--- src/rtl/seq_alu_md.sv ---
// Multi-cycle ALU: single-cycle logic/arith/shift ops plus iterative shift-add
// multiply and restoring divide with a start/busy/done handshake.
module seq_alu_md #(
  parameter int WIDTH     = 32,
  parameter int SIGNED_MD = 1,
  parameter int SHW       = $clog2(WIDTH)
) (
  input  logic             clk,
  input  logic             clr,
  input  logic             start,
  input  logic [4:0]       op,
  input  logic [WIDTH-1:0] a,
  input  logic [WIDTH-1:0] b,
  output logic [WIDTH-1:0] z_hi,
  output logic [WIDTH-1:0] z_lo,
  output logic             busy,
  output logic             done,
  output logic             div_zero,
  output logic             illegal
);

  localparam logic [4:0] OP_ADD = 5'd0;
  localparam logic [4:0] OP_SUB = 5'd1;
  localparam logic [4:0] OP_MUL = 5'd2;
  localparam logic [4:0] OP_DIV = 5'd3;
  localparam logic [4:0] OP_SHR = 5'd4;
  localparam logic [4:0] OP_SHL = 5'd5;
  localparam logic [4:0] OP_ROR = 5'd6;
  localparam logic [4:0] OP_ROL = 5'd7;
  localparam logic [4:0] OP_AND = 5'd8;
  localparam logic [4:0] OP_OR  = 5'd9;
  localparam logic [4:0] OP_NEG = 5'd10;
  localparam logic [4:0] OP_NOT = 5'd11;
  localparam logic [4:0] OP_SRA = 5'd12;

  localparam logic [SHW:0] WBITS = (SHW+1)'(WIDTH);

  typedef enum logic [1:0] {IDLE, ITER, FIX} state_t;

  state_t           state, state_nx;
  logic [SHW-1:0]   cnt;
  logic [WIDTH-1:0] acc_hi, acc_lo, opnd;
  logic             is_div, neg_q, neg_r;

  logic [SHW-1:0]   amt;
  logic [WIDTH-1:0] sc_res;
  logic             sc_legal, is_md;
  logic             a_neg, b_neg;
  logic [WIDTH-1:0] mag_a, mag_b;

  logic             accept, load_md, sc_write, dz_write, ill_write, fix_write, iter_step;

  logic [WIDTH:0]   sum, sh;
  logic             ge;
  logic [WIDTH-1:0] step_hi, step_lo;
  logic [2*WIDTH-1:0] prod_fix;
  logic [WIDTH-1:0] q_fix, r_fix;

  assign amt   = b[SHW-1:0];
  assign is_md = (op == OP_MUL) || (op == OP_DIV);
  assign a_neg = (SIGNED_MD != 0) && a[WIDTH-1];
  assign b_neg = (SIGNED_MD != 0) && b[WIDTH-1];
  assign mag_a = a_neg ? -a : a;
  assign mag_b = b_neg ? -b : b;

  always_comb begin
    sc_res   = '0;
    sc_legal = 1'b1;
    case (op)
      OP_ADD:  sc_res = a + b;
      OP_SUB:  sc_res = a - b;
      OP_SHR:  sc_res = a >> amt;
      OP_SHL:  sc_res = a << amt;
      OP_ROR:  sc_res = (a >> amt) | (a << (WBITS - {1'b0, amt}));
      OP_ROL:  sc_res = (a << amt) | (a >> (WBITS - {1'b0, amt}));
      OP_AND:  sc_res = a & b;
      OP_OR:   sc_res = a | b;
      OP_NEG:  sc_res = -a;
      OP_NOT:  sc_res = ~a;
      OP_SRA:  sc_res = $signed(a) >>> amt;
      default: sc_legal = 1'b0;
    endcase
  end

  // One iteration step: multiply adds the multiplicand and shifts {hi,lo} right;
  // divide shifts the dividend into the remainder and subtracts when it fits.
  always_comb begin
    sum = {1'b0, acc_hi} + (acc_lo[0] ? {1'b0, opnd} : '0);
    sh  = {acc_hi, acc_lo[WIDTH-1]};
    ge  = sh >= {1'b0, opnd};
    if (is_div) begin
      step_hi = ge ? (sh[WIDTH-1:0] - opnd) : sh[WIDTH-1:0];
      step_lo = {acc_lo[WIDTH-2:0], ge};
    end else begin
      step_hi = sum[WIDTH:1];
      step_lo = {sum[0], acc_lo[WIDTH-1:1]};
    end
    prod_fix = neg_q ? -{step_hi, step_lo} : {step_hi, step_lo};
    q_fix    = neg_q ? -step_lo : step_lo;
    r_fix    = neg_r ? -step_hi : step_hi;
  end

  always_ff @(posedge clk or negedge clr) begin
    if (!clr) state <= IDLE;
    else      state <= state_nx;
  end

  // The final step is folded into FIX so the result lands WIDTH edges after sampling.
  always_comb begin
    state_nx  = state;
    busy      = 1'b0;
    accept    = 1'b0;
    load_md   = 1'b0;
    sc_write  = 1'b0;
    dz_write  = 1'b0;
    ill_write = 1'b0;
    fix_write = 1'b0;
    iter_step = 1'b0;
    case (state)
      IDLE: begin
        if (start) begin
          accept = 1'b1;
          if (op == OP_DIV && b == '0) begin
            dz_write = 1'b1;
          end else if (is_md) begin
            load_md  = 1'b1;
            state_nx = ITER;
          end else if (sc_legal) begin
            sc_write = 1'b1;
          end else begin
            ill_write = 1'b1;
          end
        end
      end
      ITER: begin
        busy      = 1'b1;
        iter_step = 1'b1;
        if (cnt == SHW'(1)) state_nx = FIX;
      end
      FIX: begin
        busy      = 1'b1;
        fix_write = 1'b1;
        state_nx  = IDLE;
      end
      default: state_nx = IDLE;
    endcase
  end

  always_ff @(posedge clk or negedge clr) begin
    if (!clr) begin
      cnt      <= '0;
      acc_hi   <= '0;
      acc_lo   <= '0;
      opnd     <= '0;
      is_div   <= 1'b0;
      neg_q    <= 1'b0;
      neg_r    <= 1'b0;
      z_hi     <= '0;
      z_lo     <= '0;
      done     <= 1'b0;
      div_zero <= 1'b0;
      illegal  <= 1'b0;
    end else begin
      done <= sc_write | dz_write | ill_write | fix_write;
      if (accept) begin
        div_zero <= dz_write;
        illegal  <= ill_write;
      end
      if (sc_write) begin
        z_lo <= sc_res;
        z_hi <= '0;
      end
      if (dz_write) begin
        z_lo <= '1;
        z_hi <= a;
      end
      if (load_md) begin
        is_div <= (op == OP_DIV);
        neg_q  <= a_neg ^ b_neg;
        neg_r  <= a_neg;
        acc_hi <= '0;
        acc_lo <= (op == OP_DIV) ? mag_a : mag_b;
        opnd   <= (op == OP_DIV) ? mag_b : mag_a;
        cnt    <= SHW'(WIDTH-1);
      end
      if (iter_step) begin
        acc_hi <= step_hi;
        acc_lo <= step_lo;
        cnt    <= cnt - 1'b1;
      end
      if (fix_write) begin
        if (is_div) begin
          z_hi <= r_fix;
          z_lo <= q_fix;
        end else begin
          z_hi <= prod_fix[2*WIDTH-1:WIDTH];
          z_lo <= prod_fix[WIDTH-1:0];
        end
      end
    end
  end

endmodule

--- config.mk ---
export PLATFORM = sky130hd
export DESIGN_NAME = seq_alu_md
export DESIGN_NICKNAME = d
export VERILOG_FILES = /design/src/rtl/seq_alu_md.sv
export SDC_FILE = /design/constraint.sdc
export NUM_CORES = 2
export LEC_CHECK = 0
export BUFFER_PORTS_ARGS = -buffer_cell sky130_fd_sc_hd__buf_4
export CORE_MARGIN = 1
export CORE_UTILIZATION = 43
export CTS_CLUSTER_DIAMETER = 200
export DETAILED_ROUTE_END_ITERATION = 10
export REMOVE_ABC_BUFFERS = 1
export SETUP_SLACK_MARGIN = 0.3
export SLEW_MARGIN = 20
export SYNTH_ARGS = -nofsm -noshare
export SYNTH_HDL_FRONTEND = slang
export SYNTH_SLANG_ARGS = --single-unit
export TNS_END_PERCENT = 10
--- constraint.sdc ---
create_clock -name clk -period 16.1 [get_ports clk]
set_input_delay 1.61 -clock clk [delete_from_list [all_inputs] [get_ports clk]]
set_output_delay 1.61 -clock clk [all_outputs]
set_load 0.02 [all_outputs]
; Word level (Yosys, flattened, before mapping)
; Cells that the tools add are included.
[totals]
register_bits = 173
out_inout_bits = 68
[op_classes]
n_reduce_logical = 10
eq_ne = 19
muxes = 54
n_addsub = 11
bitwise = 9
order_cmp = 1
n_shift = 5
[ops]
columns = op, n
row1 = $mux 32, 22
row2 = $pmux 32 s11, 1
row3 = $neg 32->32, 4
row4 = $or 32x32->32, 3
row5 = $mux 64, 1
row6 = $neg 64->64, 1
row7 = $sub 32x32->32, 2
row8 = $add 32x32->33, 1
row9 = $ge 33x32->1, 1
row10 = $add 32x32->32, 1
row11 = $and 32x32->32, 1
row12 = $logic_not 32->1, 1
row13 = $not 32->32, 1
row14 = $shl 32x5->32, 1
row15 = $shl 32x6->32, 1
row16 = $shr 32x5->32, 1
row17 = $shr 32x6->32, 1
row18 = $sshr 32x5->32, 1
row19 = $eq 5x4->1 const B, 5
row20 = $mux 1, 23
row21 = $eq 5x3->1 const B, 4
row22 = $reduce_or 11->1, 1
row23 = $eq 5x1->1 const B, 2
row24 = $eq 5x2->1 const B, 2
row25 = other kinds (18), 27

; Longest topological paths before layout
[logic_depth]
depth_word = 11
ltp_mapped = 26
depth_no_buf = 22

; Worst setup path after synthesis
; Ideal clock, no wire load.
[synth_timing]
kind = input port to flip-flop
startpoint = input port b[0]
endpoint = register z_lo[31]
setup_time_ns = 0.082
path_slack_ns = 9.266
n_path_buf = 4
t_arrival_ns = 6.752
t_required_ns = 16.018
path_stages = 26
cell_sequence = clkbuf_1 > clkbuf_1 > inv_1 > clkbuf_1 > ha_1 > clkbuf_1 > nor2b_1 > nand3_1 > or3_1 > nor2_1 > nor2_1 > xnor2_1 > ha_1 > a21o_1 > a21o_1 > a21o_1 > a21o_1 > a21o_1 > a31oi_1 > nand3_1 > a41oi_1 > o21ai_0 > o31ai_1 > mux2i_1 > o21ai_0 > a31oi_1
[synth_between]
elab_chain_len = 7
word_cells_on_any_way = 23
cone_classes = add/sub: 3 / shift: 5 / mux: 10 / bitwise: 2 / reduce/logical: 3
[synth_rtl]
columns = element, line_no
row1 = from (decl), 13  ; input logic [WIDTH-1:0] b,
row2 = $sub 6x5->6 / $logic_not 32->1 (equally long branches), "74, 75, 123"
row3 = "$shr 32x6->32, or another cell as far along", 75  ; OP_ROL: sc_res = (a << amt) | (a >> (WBITS - {1'b0, amt}));
row4 = "$or 32x32->32, or another cell as far along", 75
row5 = $pmux 32 s11 / $mux 1 (equally long branches), "69, 121"
row6 = $mux 32 / $mux 1 (equally long branches), "169, 119"
row7 = $mux 32, 173  ; if (dz_write) begin
row8 = $mux 32, 191  ; if (fix_write) begin
row9 = to (signal assigned), 170  ; z_lo <= sc_res;
row10 = to (signal assigned), 194  ; z_lo <= q_fix;
row11 = to (signal assigned), 197  ; z_lo <= prod_fix[WIDTH-1:0];
row12 = to (decl), 15  ; output logic [WIDTH-1:0] z_lo,
; Parallel ways exist; a longest one is shown, timed or not. The select of a mux whose other input is x is not followed.
; A chain may end at the register's enable or synchronous reset.

; Final worst setup path
[layout_timing]
startpoint = input port b[1]
endpoint = register z_lo[24]
; Same word-level chain as after synthesis.

==> impl_metrics.py <==
metrics = {
    "run_status": {
        "status": "finished, final reports clean",
    },
    "floorplan": {
        "io_pins": 140,
        "die_w_um": 249,
        "start_util": 0.435,
        "die-area_um2": 62100,
        "rows": 90,
        "die_height_um": 249,
        "core_um2": 60400,
    },
    "sta": {
        "hold_violations": 0,
        "fmax_ghz": 0.139,
        "setup-tns-final_ns": 0,
        "setup_viol": 0,
        "slew_viol_final": 0,
        "period_share": 0.446,
        "worst_pin_slew_ns": 1.11,
        "rsz0062_at_grt": "false",
        "finalCriticalPeriod_ns": 7.18,
        "clock-skew-final_ns": 0.00703,
        "maxSlewHeadroom": 0.252,
    },
    "pwr": {
        "ir_worst_vdd_uv": 79.6,
        "pwr-share-comb": 0.729,
        "intPower_mw": 2.15,
        "seq_power_share": 0.175,
        "p_total_mw": 4.98,
        "power_frac_clock": 0.096,
        "leakage_nw": 11.7,
        "cellPowerDensity_nw_per_um2": 174,
        "switching_share": 0.568,
        "p_sw_mw": 2.83,
    },
    "detailed_routing": {
        "post_drt_wl_per_cell_um": 31.8,
        "avgViaCountPerCell": 6.83,
        "first_iter_violations": 3498,
        "route.vias.total": 30900,
        "drt-pass1-iter-count": 6,
        "drc": 0,
        "drt-total-wl_um": 144000,
        "ant_nets": 0,
    },
    "synth": {
        "syn_avg_cell_area_um2": 6.94,
        "yosysWarnings": 0,
        "ys_dominant_reg_cell": "dfrtp_1",
        "synthArstFlopShare": 1.00,
        "synth_seq_cells": 173,
        "synth_edf_count": 0,
        "synthCells": 3785,
        "synth_cell_types": 105,
        "syn_area_um2": 26300,
        "ys_seq_area_frac": 0.165,
    },
    "setup_path": {
        "worstRegToRegCells": 20,
        "arrival_ns": 7.52,
        "worst_r2r_startpoint": "opnd[30]",
        "critPathCapture": "z_lo[24]",
        "reg2reg_slack_ns": 9.11,
        "cp-start-kind": "primary input",
        "path_depth": 20,
        "crit_slowest_cell": "nor2_1",
        "end_kind": "flop",
        "cpPeakStageDelay_ns": 0.84,
        "crit_buf_inv": 3,
        "cp_top_family": "compound AO/OA/AOI/OAI gates",
        "cp.required_ns": 16.44,
        "crit_path_frequent_cell": "nor2_1",
        "r2r_end": "z_hi[26]",
        "crit_fanout": 36,
        "path_cells": "buf_4, inv_2, buf_4, nand2_1, nor2_1, nor2_1, xnor2_1, ha_1, o21ai_0, a21boi_0, o21bai_1, a21oi_1, a2111oi_0, nor2_1, o311ai_0, a21boi_0, o21ai_0, a211oi_1, o32ai_1, a21oi_1",
        "path_class": "in2reg",
        "crit_start": "b[1]",
    },
    "global_routing": {
        "grt_pass1_wl_um": 206000,
        "grt-ovfl-total": 0,
        "grt_use_total": 0.452,
        "grt_max_degree": 82,
        "grt_pass1_vias": 29000,
        "antenna_found_initial": 4,
    },
    "placed_design": {
        "postPlaceCellArea_um2": 27900,
        "dp.cells": 4489,
        "portBuffers": 139,
        "dp_hpwl_um": 111000,
        "gp_congestion": 1.08,
    },
    "cells_and_area": {
        "area_delta_synth_final_pct": 8.75,
        "final_core_util": 0.473,
        "fin_area_um2": 28600,
        "final_cells": 4523,
        "layout_commonest_cell": "nand2_1",
        "drive_above_1_share": 0.105,
        "finalNetCount": 3912,
        "layout_common_cells": "450 x nand2_1, 396 x nor2_1, 330 x a21oi_1",
    },
    "clocking": {
        "clockBufferDepth": 2,
        "cts_hold_buf": 0,
        "cts_tree": "yes",
        "numCtsBuffers": 17,
        "cts_setup_buffers": 0,
        "clk_pin_slew_worst_paths_ns": 0.07,
        "insertion_delay_ns": 0.47,
        "cts.sinks": 173,
        "cts_max_level": 4,
        "postCtsResizedCells": 0,
        "root_buffer": "clkbuf_16",
    },
    "flow_run": {
        "cap_viol_max_count": 0,
    },
    "min_path": {
        "min_from": "z_lo[5]",
        "min_path_type": "reg2reg",
    },
}
-- Yosys cell counts, types with 14 or more instances --
master,n,area [um2]
a22oi_1,40,300
a21oi_1,331,1660
mux2_2,34,383
mux2i_1,130,1300
nand4_1,25,156
o21ai_0,322,1610
xor2_1,102,893
nand2_1,450,1690
a311oi_1,17,149
o31ai_1,33,248
o22ai_1,51,319
nand2b_1,39,244
dfrtp_1,173,4330
o21a_1,22,165
xnor2_1,129,1130
a21o_1,57,428
and3_1,21,131
ha_1,111,1390
or3_1,29,181
a221oi_1,29,254
inv_1,105,394
buf_2,24,120
a211oi_1,124,931
o211ai_1,55,413
a31oi_1,62,388
and2_1,47,294
o221ai_1,24,210
nand3_1,84,420
nor3b_1,14,105
or2_2,16,100
nor2b_1,24,150
nor4_1,17,106
nor3_1,95,475
nor2_1,397,1490
clkbuf_1,231,867
buf_1,49,184
o21bai_1,16,120
-- metal layers --
layer,vias to the layer above,GRT usage,part of all wire
met2,1904,0.706,0.44
met3,456,0.0737,0.085
met5,-,0,0.00019
met4,4,0.368,0.092
met1,14700,0.550,0.38
li1,13800,-,-
-- cell type report --
cell class	count	area (um2)
diodes	2	5.00
well taps	782	978
flip-flops and latches	173	4330
multi-input cells	3193	20500
repair buffers	229	1730
inverters	112	420
clock inverters	14	205
clock buffers	18	439
fillers	6386	31800
-- how the worst min path moves through the flow --
stage	to	slack, ns	cells past startpoint
finish	z_lo[5]	0.49	2
CTS	z_lo[8]	0.49	2
floorplan	cnt[3]	0.46	1
global route	z_lo[9]	0.52	1
global placement	z_lo[8]	0.46	2
detailed placement	z_lo[8]	0.47	2
-- state kept, by name, summed over array words and instances (netlist names), 2 cells and up --
name    cells
acc_hi     32
acc_lo     32
opnd       32
z_hi       32
z_lo       32
cnt         5
state       2
-- power groups by stage --
stage,combinational (mW),sequential (mW),clock [mW]
4_1_cts,3.53,0.858,0.481
2_1_floorplan,2.20,0.876,0
3_3_place_gp,3.51,0.866,0
3_5_place_dp,3.51,0.863,0
6_report,3.63,0.871,0.478
5_1_grt,3.87,0.889,0.493
-- stage by stage --
stage | hold slack, ns | setup WS, ns
finish | 0.489 | 8.92
floorplan | 0.460 | 8.95
CTS | 0.491 | 9.20
global route | 0.516 | 8.60
detailed placement | 0.473 | 8.75
global placement | 0.463 | 8.76
-- kinds of logic after synthesis --
| kind of cell | Yosys count | synth area share |
|---|---|---|
| buffers and inverters | 419 | 0.0615 |
| adder cells (fa/ha/maj) | 123 | 0.0586 |
| flip-flops | 173 | 0.165 |
| AO/OA/AOI/OAI | 1348 | 0.333 |
| AND/OR/NAND/NOR | 1314 | 0.230 |
| multiplexers | 177 | 0.0752 |
| XOR/XNOR | 231 | 0.0770 |
-- worst register-to-register path: stages (launching register included) --
cell and delay (ns):
dfrtp_1 0.39, inv_1 0.06, ha_1 0.34, a21o_1 0.20, a211oi_2 0.23, a21boi_2 0.54, o311a_1 0.37, a2bb2oi_1 0.24
a21boi_1 0.61, ha_1 0.32, o211ai_1 0.13, or4_1 0.55, or3_1 0.53, or2_2 0.41, or3_1 0.51, nor2_1 0.13
o21ai_1 0.14, a211oi_1 0.55, a31oi_1 0.20, xnor2_1 0.29, o21ai_0 0.12
Power figures use the tool's default switching activity.
